==> src/rtl/decoder_scan_sequencer_pkg.sv <==
// Shared definitions for the decoder scan sequencer: FSM state encoding
// and the width of the decoder channel index.
package decoder_scan_sequencer_pkg;

    localparam int CH_W = 3;

    typedef enum logic [1:0] {
        ST_IDLE = 2'd0,
        ST_SCAN = 2'd1,
        ST_GAP  = 2'd2,
        ST_DONE = 2'd3
    } state_t;

endpackage

==> src/rtl/decoder_scan_sequencer_scan_down_counter.sv <==
// Loadable down-counter with a zero flag. Load has priority over decrement,
// and the count parks at zero instead of wrapping.
module scan_down_counter #(
    parameter int W = 8
) (
    input  logic         clk,
    input  logic         reset,
    input  logic         load,
    input  logic [W-1:0] load_val,
    input  logic         dec,
    output logic [W-1:0] count,
    output logic         zero
);

    // Count register: load a new value or step down towards zero.
    always_ff @(posedge clk or posedge reset) begin
        if (reset) begin
            count <= '0;
        end else if (load) begin
            count <= load_val;
        end else if (dec && (count != '0)) begin
            count <= count - W'(1);
        end
    end

    assign zero = (count == '0);

endmodule

==> src/rtl/decoder_scan_sequencer.sv <==
// Scan sequencer driving a 3-to-8 decoder: steps the channel index from 0 to
// a latched last channel, holds each channel with enable high for a latched
// dwell, and blanks enable for GAP_CYCLES between channels.
module decoder_scan_sequencer
    import decoder_scan_sequencer_pkg::*;
#(
    parameter int DWELL_W    = 8,
    parameter int GAP_CYCLES = 1
) (
    input  logic               clk,
    input  logic               reset,
    input  logic               start,
    input  logic               stop,
    input  logic               continuous,
    input  logic [CH_W-1:0]    last_ch,
    input  logic [DWELL_W-1:0] dwell,
    output logic               a,
    output logic               b,
    output logic               c,
    output logic               enable,
    output logic [CH_W-1:0]    channel,
    output logic               busy,
    output logic               done
);

    localparam int GAP_W = (GAP_CYCLES < 1) ? 1 : $clog2(GAP_CYCLES + 1);
    localparam logic [GAP_W-1:0] GAP_LOAD = GAP_W'((GAP_CYCLES > 0) ? GAP_CYCLES - 1 : 0);
    localparam bit HAS_GAP = (GAP_CYCLES > 0);

    state_t             state;
    logic [CH_W-1:0]    last_q;
    logic               cont_q;
    logic [DWELL_W-1:0] dwell_m1_q;

    logic [DWELL_W-1:0] dwell_in_m1;
    logic               launch;
    logic               dwell_end;
    logic               at_last;
    logic               advance;
    logic               gap_end;
    logic [CH_W-1:0]    next_ch;

    logic               dwell_load;
    logic [DWELL_W-1:0] dwell_val;
    logic               dwell_dec;
    logic [DWELL_W-1:0] dwell_cnt;
    logic               dwell_zero;

    logic               gap_load;
    logic               gap_dec;
    logic [GAP_W-1:0]   gap_cnt;
    logic               gap_zero;

    // Sequencing decisions and counter controls for the current cycle.
    always_comb begin
        // NOTE: every signal gets a default first so no path can infer a latch.
        dwell_in_m1 = (dwell == '0) ? '0 : dwell - DWELL_W'(1);
        launch      = (state == ST_IDLE) && start && !stop;
        dwell_end   = (state == ST_SCAN) && !stop && dwell_zero;
        at_last     = (channel == last_q);
        advance     = dwell_end && (!at_last || cont_q);
        gap_end     = (state == ST_GAP) && !stop && gap_zero;
        next_ch     = at_last ? '0 : channel + CH_W'(1);

        dwell_load  = launch || (advance && !HAS_GAP) || gap_end;
        dwell_val   = launch ? dwell_in_m1 : dwell_m1_q;
        dwell_dec   = (state == ST_SCAN) && !stop && !dwell_zero;

        gap_load    = advance && HAS_GAP;
        gap_dec     = (state == ST_GAP) && !gap_zero;
    end

    scan_down_counter #(.W(DWELL_W)) u_dwell_cnt (
        .clk      (clk),
        .reset    (reset),
        .load     (dwell_load),
        .load_val (dwell_val),
        .dec      (dwell_dec),
        .count    (dwell_cnt),
        .zero     (dwell_zero)
    );

    scan_down_counter #(.W(GAP_W)) u_gap_cnt (
        .clk      (clk),
        .reset    (reset),
        .load     (gap_load),
        .load_val (GAP_LOAD),
        .dec      (gap_dec),
        .count    (gap_cnt),
        .zero     (gap_zero)
    );

    // Scan FSM with latched configuration and registered outputs.
    always_ff @(posedge clk or posedge reset) begin
        // NOTE: state updates use non-blocking assignments so every register
        // sees the values from before the clock edge.
        if (reset) begin
            state      <= ST_IDLE;
            last_q     <= '0;
            cont_q     <= 1'b0;
            dwell_m1_q <= '0;
            channel    <= '0;
            enable     <= 1'b0;
            busy       <= 1'b0;
            done       <= 1'b0;
        end else if (stop && (state != ST_IDLE)) begin
            // Abort: back to idle with the select lines parked on channel 0.
            state   <= ST_IDLE;
            channel <= '0;
            enable  <= 1'b0;
            busy    <= 1'b0;
            done    <= 1'b0;
        end else begin
            case (state)
                ST_IDLE: begin
                    done <= 1'b0;
                    if (launch) begin
                        last_q     <= last_ch;
                        cont_q     <= continuous;
                        dwell_m1_q <= dwell_in_m1;
                        channel    <= '0;
                        enable     <= 1'b1;
                        busy       <= 1'b1;
                        state      <= ST_SCAN;
                    end
                end
                ST_SCAN: begin
                    if (advance) begin
                        // Select lines move on gap entry so they settle while blanked.
                        channel <= next_ch;
                        if (HAS_GAP) begin
                            enable <= 1'b0;
                            state  <= ST_GAP;
                        end
                    end else if (dwell_end) begin
                        enable <= 1'b0;
                        busy   <= 1'b0;
                        done   <= 1'b1;
                        state  <= ST_DONE;
                    end
                end
                ST_GAP: begin
                    if (gap_end) begin
                        enable <= 1'b1;
                        state  <= ST_SCAN;
                    end
                end
                ST_DONE: begin
                    done  <= 1'b0;
                    state <= ST_IDLE;
                end
                default: begin
                    state <= ST_IDLE;
                end
            endcase
        end
    end

    assign a = channel[0];
    assign b = channel[1];
    assign c = channel[2];

endmodule

==> config.mk <==
export PLATFORM = sky130hd
export DESIGN_NAME = decoder_scan_sequencer
export DESIGN_NICKNAME = d
export VERILOG_FILES = /design/src/rtl/decoder_scan_sequencer_pkg.sv /design/src/rtl/decoder_scan_sequencer_scan_down_counter.sv /design/src/rtl/decoder_scan_sequencer.sv
export SDC_FILE = /design/constraint.sdc
export NUM_CORES = 1
export LEC_CHECK = 0
export ABC_AREA = 1
export CAP_MARGIN = 15
export CORE_AREA = 2 2 50 87
export DETAILED_ROUTE_END_ITERATION = 8
export DIE_AREA = 0 0 52 89
export PLACE_DENSITY = 0.79
export RECOVER_POWER = 100
export SLEW_MARGIN = 20
export SYNTH_ARGS = -nofsm -noshare
export SYNTH_HDL_FRONTEND = slang
export SYNTH_SLANG_ARGS = --single-unit
export TNS_END_PERCENT = 1
==> constraint.sdc <==
create_clock -name clk -period 3.9 [get_ports clk]
set_input_delay 0.78 -clock clk [delete_from_list [all_inputs] [get_ports clk]]
set_output_delay 0.78 -clock clk [all_outputs]
set_load 0.1 [all_outputs]
==> impl_metrics.toml <==
[grt]
grt.met3_usage = 0.0401
track_usage = 0.202
grt_util_met1 = 0.194
grt.met2_usage = 0.380
gr-total-overflow = 0
grt_pass1_wl_mm = 6.91
antenna_found_initial = 0
grt_max_degree = 30
grt.busiest_layer = "met2"
grt_pass1_vias = 1644

[timing]
fin_setup_tns_ns = 0
period_needed_ns = 2.78
setup_repair_after_global_routing_missed_its_margin = "no"
finalHoldViolations = 0
min_period_over_period = 0.714
timing.final.ws_setup_ns = 1.12
report.final.setup_viol = 0
timing.slew.headroom = 0.269
timing.fmax_mhz = 359
drv_slew = 0
clock_skew_ns = 0.00666
worst_pin_slew_ns = 1.10

[worst_setup_path]
critical_path_required_ns = 4.12
crit_path_cell_trace = "dlygate4sd3_1 > inv_1 > nand3_1 > inv_1 > o21ai_0 > o21ai_0 > nand2_1 > nand3_1"
endpoint_kind = "flip-flop"
worst-setup-path-type = "in2reg"
worst-endpoint-arrival_ns = 3.00
crit_slowest_cell = "sky130_fd_sc_hd__dlygate4sd3_1"
critical_path.max_stage_delay_ns = 0.57
crit_path_start_kind = "input port"
r2r_setup_slack_ns = 1.50
crit_path_max_fanout = 14

[floorplan]
core_area_mm2 = 0.00387
num_io_pins = 25
initial_core_utilization = 0.486
dieWidth_um = 52
floorplan.rows = 30
die_height_um = 89
dieArea_mm2 = 0.00463

[placed_design]
placement.io_buffers = 24
placed_area_mm2 = 0.00215
place_ws_ns = 1.45
routabilityCongestion = 0.868
dp.cells = 324
detailedPlacementHpwl_mm = 3.07

[synth]
netlist_top_cells_area = "sky130_fd_sc_hd__dfrtp_1 (39%), sky130_fd_sc_hd__nand2_1 (16%), sky130_fd_sc_hd__nand3_1 (6.9%), sky130_fd_sc_hd__ha_1 (6.7%), sky130_fd_sc_hd__inv_1 (5.4%)"
yosysWarnings = 0
synth.cell_area_mm2 = 0.00188
yosysTopAreaCell = "sky130_fd_sc_hd__dfrtp_1"
syn_nets = 282
synthesis.area_per_instance_um2 = 7.34
synth.yosys.seq_area_share = 0.386
ys_ff_latch = 29
synth_top_area_share = 0.386
yosysUniqueCellTypes = 23
netlist_instances = 256

[drt]
drt_drc_violations_left = 0
drt-pass1-iter-count = 4
vias_per_cell = 5.02
antenna_left = 0
num_vias = 1665
routed_wirelength_mm = 3.98
first_iter_violations = 43
routed_wire_length_per_instance_um = 12.0

[clock_network]
ctsRootBufferMaster = "sky130_fd_sc_hd__clkbuf_8"
htreeDepth = 2
clkSlewWorstSetupHoldPaths_ns = 0.07
numCtsBuffers = 5
cts_setup_buffers = 0
ctsResizeCount = 0
cts_sinks = 29
tritoncts = "yes"
holdBufCountCts = 0
clkLatencyLatePin_ns = 0.28
clock_path_buffers = 2

[run_status]
status = "completed"

[cells_and_area]
drive_above_1_share = 0.0704
antenna-diode-count = 0
final_design_area_no_fill_mm2 = 0.00223
final_cell_count_no_fill = 332
flow.area_growth_from_synthesis_pct = 18.8
layout.filler_cells = 363
final_net_count = 309

[power_and_ir_drop]
leakagePower_nw = 1.17
report.power.total_w = 0.00174
power-per-cell-area_mw_per_mm2 = 780
worst_ir_drop_vdd_mv = 0.527

[min_path]
min_path_type = "reg2reg"

[job]
cap_viol_max_count = 0
per-stage QoR:
stage / utilization / hold slack [ns]
6_report: 0.577 / 0.473
5_1_grt: 0.577 / 0.509
4_1_cts: 0.583 / 0.481
3_5_place_dp: 0.556 / 0.465
3_3_place_gp: 0.556 / 0.455
2_1_floorplan: - / 0.440
synth_stat cells:
library cell,n
sky130_fd_sc_hd__nand2_1,79
sky130_fd_sc_hd__dfrtp_1,29
sky130_fd_sc_hd__inv_1,27
sky130_fd_sc_hd__nand3_1,26
sky130_fd_sc_hd__nor2_1,22
sky130_fd_sc_hd__o21ai_0,13
sky130_fd_sc_hd__ha_1,10
sky130_fd_sc_hd__o21ai_1,7
sky130_fd_sc_hd__inv_2,6
sky130_fd_sc_hd__nand2_2,6
sky130_fd_sc_hd__nand4_1,5
sky130_fd_sc_hd__xnor2_1,4
sky130_fd_sc_hd__xor2_1,4
sky130_fd_sc_hd__buf_4,3
sky130_fd_sc_hd__nor2_4,3
sky130_fd_sc_hd__nand2_4,2
sky130_fd_sc_hd__nand3_2,2
sky130_fd_sc_hd__nand3b_1,2
sky130_fd_sc_hd__o21ai_2,2
sky130_fd_sc_hd__buf_2,1
sky130_fd_sc_hd__nor3_1,1
sky130_fd_sc_hd__o21bai_1,1
sky130_fd_sc_hd__or2_1,1
per-layer routing:
metal | part of all wire | vias up | wire length, um
met5 | 0 | - | 0
met1 | 0.38 | 759 | 1510
met2 | 0.56 | 36 | 2240
li1 | - | 862 | -
met3 | 0.031 | 8 | 123
met4 | 0.028 | 0 | 113
path summary, 6_finish.rpt:
| path | start | to | cells after the start |
|---|---|---|---|
| setup / recovery | stop | u_dwell_cnt.count[4]$_DFFE_PP0P_ | 8 |
| hold / removal | busy$_DFFE_PP0P_ | busy$_DFFE_PP0P_ | 2 |
| setup reg to reg | state[0]$_DFFE_PP0P_ | u_dwell_cnt.count[4]$_DFFE_PP0P_ | 8 |
| hold reg to reg | busy$_DFFE_PP0P_ | busy$_DFFE_PP0P_ | 2 |
| max in group asynchronous | reset | dwell_m1_q[3]$_DFFE_PP0P_ | 2 |
| min in group asynchronous | reset | last_q[2]$_DFFE_PP0P_ | 2 |
cell usage in the layout, fill, tap and decap left out, types with 4 or more instances in the layout:
master	Yosys	routed
sky130_fd_sc_hd__clkbuf_8	0	7
sky130_fd_sc_hd__clkdlybuf4s50_1	0	13
sky130_fd_sc_hd__dfrtp_1	29	29
sky130_fd_sc_hd__dlygate4sd3_1	0	11
sky130_fd_sc_hd__ha_1	10	10
sky130_fd_sc_hd__inv_1	27	30
sky130_fd_sc_hd__nand2_1	79	82
sky130_fd_sc_hd__nand3_1	26	28
sky130_fd_sc_hd__nand4_1	5	5
sky130_fd_sc_hd__nor2_1	22	22
sky130_fd_sc_hd__o21ai_0	13	20
sky130_fd_sc_hd__xnor2_1	4	4
sky130_fd_sc_hd__xor2_1	4	4
final cells by class:
class / instances / area (um2) / share of cell area
multi-input combinational: 190 / 980 / 0.439
inverter: 33 / 124 / 0.0555
clock buffer: 7 / 96.3 / 0.0432
clock inverter: 1 / 5.00 / 0.00224
timing repair buffer: 24 / 240 / 0.108
tap: 48 / 60.1 / 0.0269
sequential: 29 / 726 / 0.325
critical path, delay by kind of cell:
kind	cells	cell delay, ns
AO/OA/AOI/OAI	2	0.56
buffers and inverters	3	1.04
AND/OR/NAND/NOR	3	0.62
power breakdown:
part	internal (W)	total [W]	leakage, nW	switching, W
clock network	0.000159	0.000277	0.0542	0.000118
registers	0.000433	0.000532	0.364	0.0000991
logic	0.000281	0.000932	0.748	0.000651
total	0.000874	0.00174	1.17	0.000867
flip-flops by register name, summed over array words and instances, names as in the netlist:
register	cells
state	2
u_dwell_cnt.count	8
u_gap_cnt.count	1
channel	3
enable	1
cont_q	1
dwell_m1_q	8
done	1
busy	1
last_q	3
cell families after synthesis:
| logic type | after synthesis | share of synthesized area |
|---|---|---|
| fa+ha+maj | 10 | 0.0666 |
| compound gates | 23 | 0.0666 |
| flops | 29 | 0.386 |
| simple gates | 149 | 0.362 |
| buf+inv | 37 | 0.0806 |
| xor+xnor | 8 | 0.0373 |
(Power assumes the default switching activity.)
==> edit, RTL diff (same settings) <==
Put a register stage on the outputs `a`, `b` and `c`. The values now appear one clock later. The other outputs are not delayed to match.
--- a/src/rtl/decoder_scan_sequencer.sv
+++ b/src/rtl/decoder_scan_sequencer.sv
@@ -156,9 +156,11 @@
         end
     end
 
-    assign a = channel[0];
-    assign b = channel[1];
-    assign c = channel[2];
+    always_ff @(posedge clk) begin
+        a <= channel[0];
+        b <= channel[1];
+        c <= channel[2];
+    end
 
 endmodule
 
Function: changed (a bounded check fails within 4 cycles, from zero or initial values and one cycle with reset high).
==> edit against the original RTL <==
Count of clock-buffer cells in the layout is 2 lower. Utilization increased by 0.65 points. Clock power fell by 7%. Register-to-register slack lost 0.02 ns. Synthesized area grew 1.2%. Final area up 1.1%. First-iteration DRC count shrank 23%. Power rose by 1.2%. Routed wire length increased by 4.6%. Fmax decreased by 1.7%. Sequential cell count up 3. Setup slack got worse by 0.047 ns. Critical path type unchanged. Largest power group unchanged.
==> edit: results (changes against the original RTL) <==
drt-initial-drc-count: 33  # -23%
place_ws_ns: 1.40  # -0.0488 ns
buffers: 25  # +4.2%
multi_input_area_um2: 951  # -2.9%
worst_ep_arrival_time_ns: 3.03  # +0.03 ns
antenna_cells: 0  # unchanged
fill_cells: 371  # +2.2%
place_congestion: 0.903  # +4.0%
top_regs: "dwell_m1_q (8), u_dwell_cnt.count (8)"
drive_gt1_share_pct: 7.02  # -0.025 points
grt_pass1_vias: 1696  # +3.2%
power.density_nw_per_um2: 781  # about the same
clock_latency_ns: 0.29
grt_first_pass_wirelength_um: 7190  # +4.0%
wl_met1_um: 1560  # +3.0%
ys_seq_area_share_pct: 41.3  # +2.7 points
reg2reg_to: "u_dwell_cnt.count[0]$_DFFE_PP0P_"
dp_hpwl_um: 3300  # +7.4%
async_reset_ff_share_pct: 90.6  # -9.4 points
grt_usage_pct: 20.9  # +0.73 points
synth_nets: 280  # -0.71%
run_status: "finished clean"
area_share_clock_buf_inv_pct: 3.88  # -0.66 points
dpl-instance-area_um2: 2190  # +2.0%
hp-class: "reg -> reg"
p_leak_nw: 1.15  # -1.6%
grt_max_degree: 25  # -17%
yosysUniqueCellTypes: 25  # +8.7%
comb.multi_input.count: 186  # -2.1%
final-nonclk-buf-share_pct: 10.8  # +0.047 points
hp-start: "done$_DFFE_PP0P_"
final_nets: 310  # +0.32%
crit_path_max_incr_delay_ns: 0.64  # +0.07 ns
synth.area.top_cells: "dfrtp_1 38%, nand2_1 15%, ha_1 6.6%"
ir_drop_mv: 0.406  # -23%
r2r_slack_ns: 1.48  # -0.02 ns
hold_end: "done$_DFFE_PP0P_"
reg2regPathDepth: 7  # -1
vias_per_cell: 5.10  # +1.6%
wirelength_um: 4170  # +4.6%
route.met2.wl_um: 2380  # +6.3%
dr_wl_met3_um: 125  # +1.6%
finClkSkew_ns: 0.00858  # +0.00192 ns
ys_top_cells_by_count: "77 x nand2_1, 29 x dfrtp_1, 29 x inv_1"
regArea_um2: 786  # +8.3%
cts_num_sinks: 32  # +10%
n_all_inverters: 34  # +3.0%
==> edit: worst max-delay path by stage <==
stage                            from                               end  slack (ns)  depth (start not counted)
2_1_floorplan  channel[0]$_DFFE_PP0P_            channel[0]$_DFFE_PP0P_        2.10                          9
4_1_cts        channel[2]$_DFFE_PP0P_                        channel[2]        1.19                          1
5_1_grt                          stop  u_dwell_cnt.count[0]$_DFFE_PP0P_        0.84                          7
6_report                         stop  u_dwell_cnt.count[0]$_DFFE_PP0P_        1.07                          7
3_5_place_dp                     stop  u_dwell_cnt.count[0]$_DFFE_PP0P_        1.40                          7
3_3_place_gp                     stop  u_dwell_cnt.count[2]$_DFFE_PP0P_        1.48                          7
==> edit: layer usage <==
metal	up-vias	track usage [%]
met1	796	20.4
met4	0	9.81
met2	36	41.2
li1	855	-
met3	10	3.01
met5	-	0
==> edit: stage by stage <==
stage / hold slack (ns) / instances
floorplan: 0.445 / 254
global placement: 0.460 / 325
detailed placement: 0.469 / 325
CTS: 0.484 / 333
global route: 0.493 / 333
finish: 0.475 / 333
==> edit: logic make-up after synthesis <==
logic type,after synthesis,synth area share (%)
buffers and inverters,36,7.50
adder cells (fa/ha/maj),10,6.58
XOR/XNOR,8,3.69
flip-flops,32,41.3
AND/OR/NAND/NOR,148,35.3
AO/OA/AOI/OAI,20,5.60
==> edit: critical path: cells and delay by family <==
family	cells	cell delay (ns)
compound gates	1	0.19
simple gates	4	1.30
buf+inv	2	0.76
==> edit: where the power goes <==
group	total, mW	internal, mW	switching (mW)
clock	0.258	0.124	0.133
sequential	0.561	0.472	0.0897
combinational	0.943	0.277	0.667
total	1.76	0.873	0.889
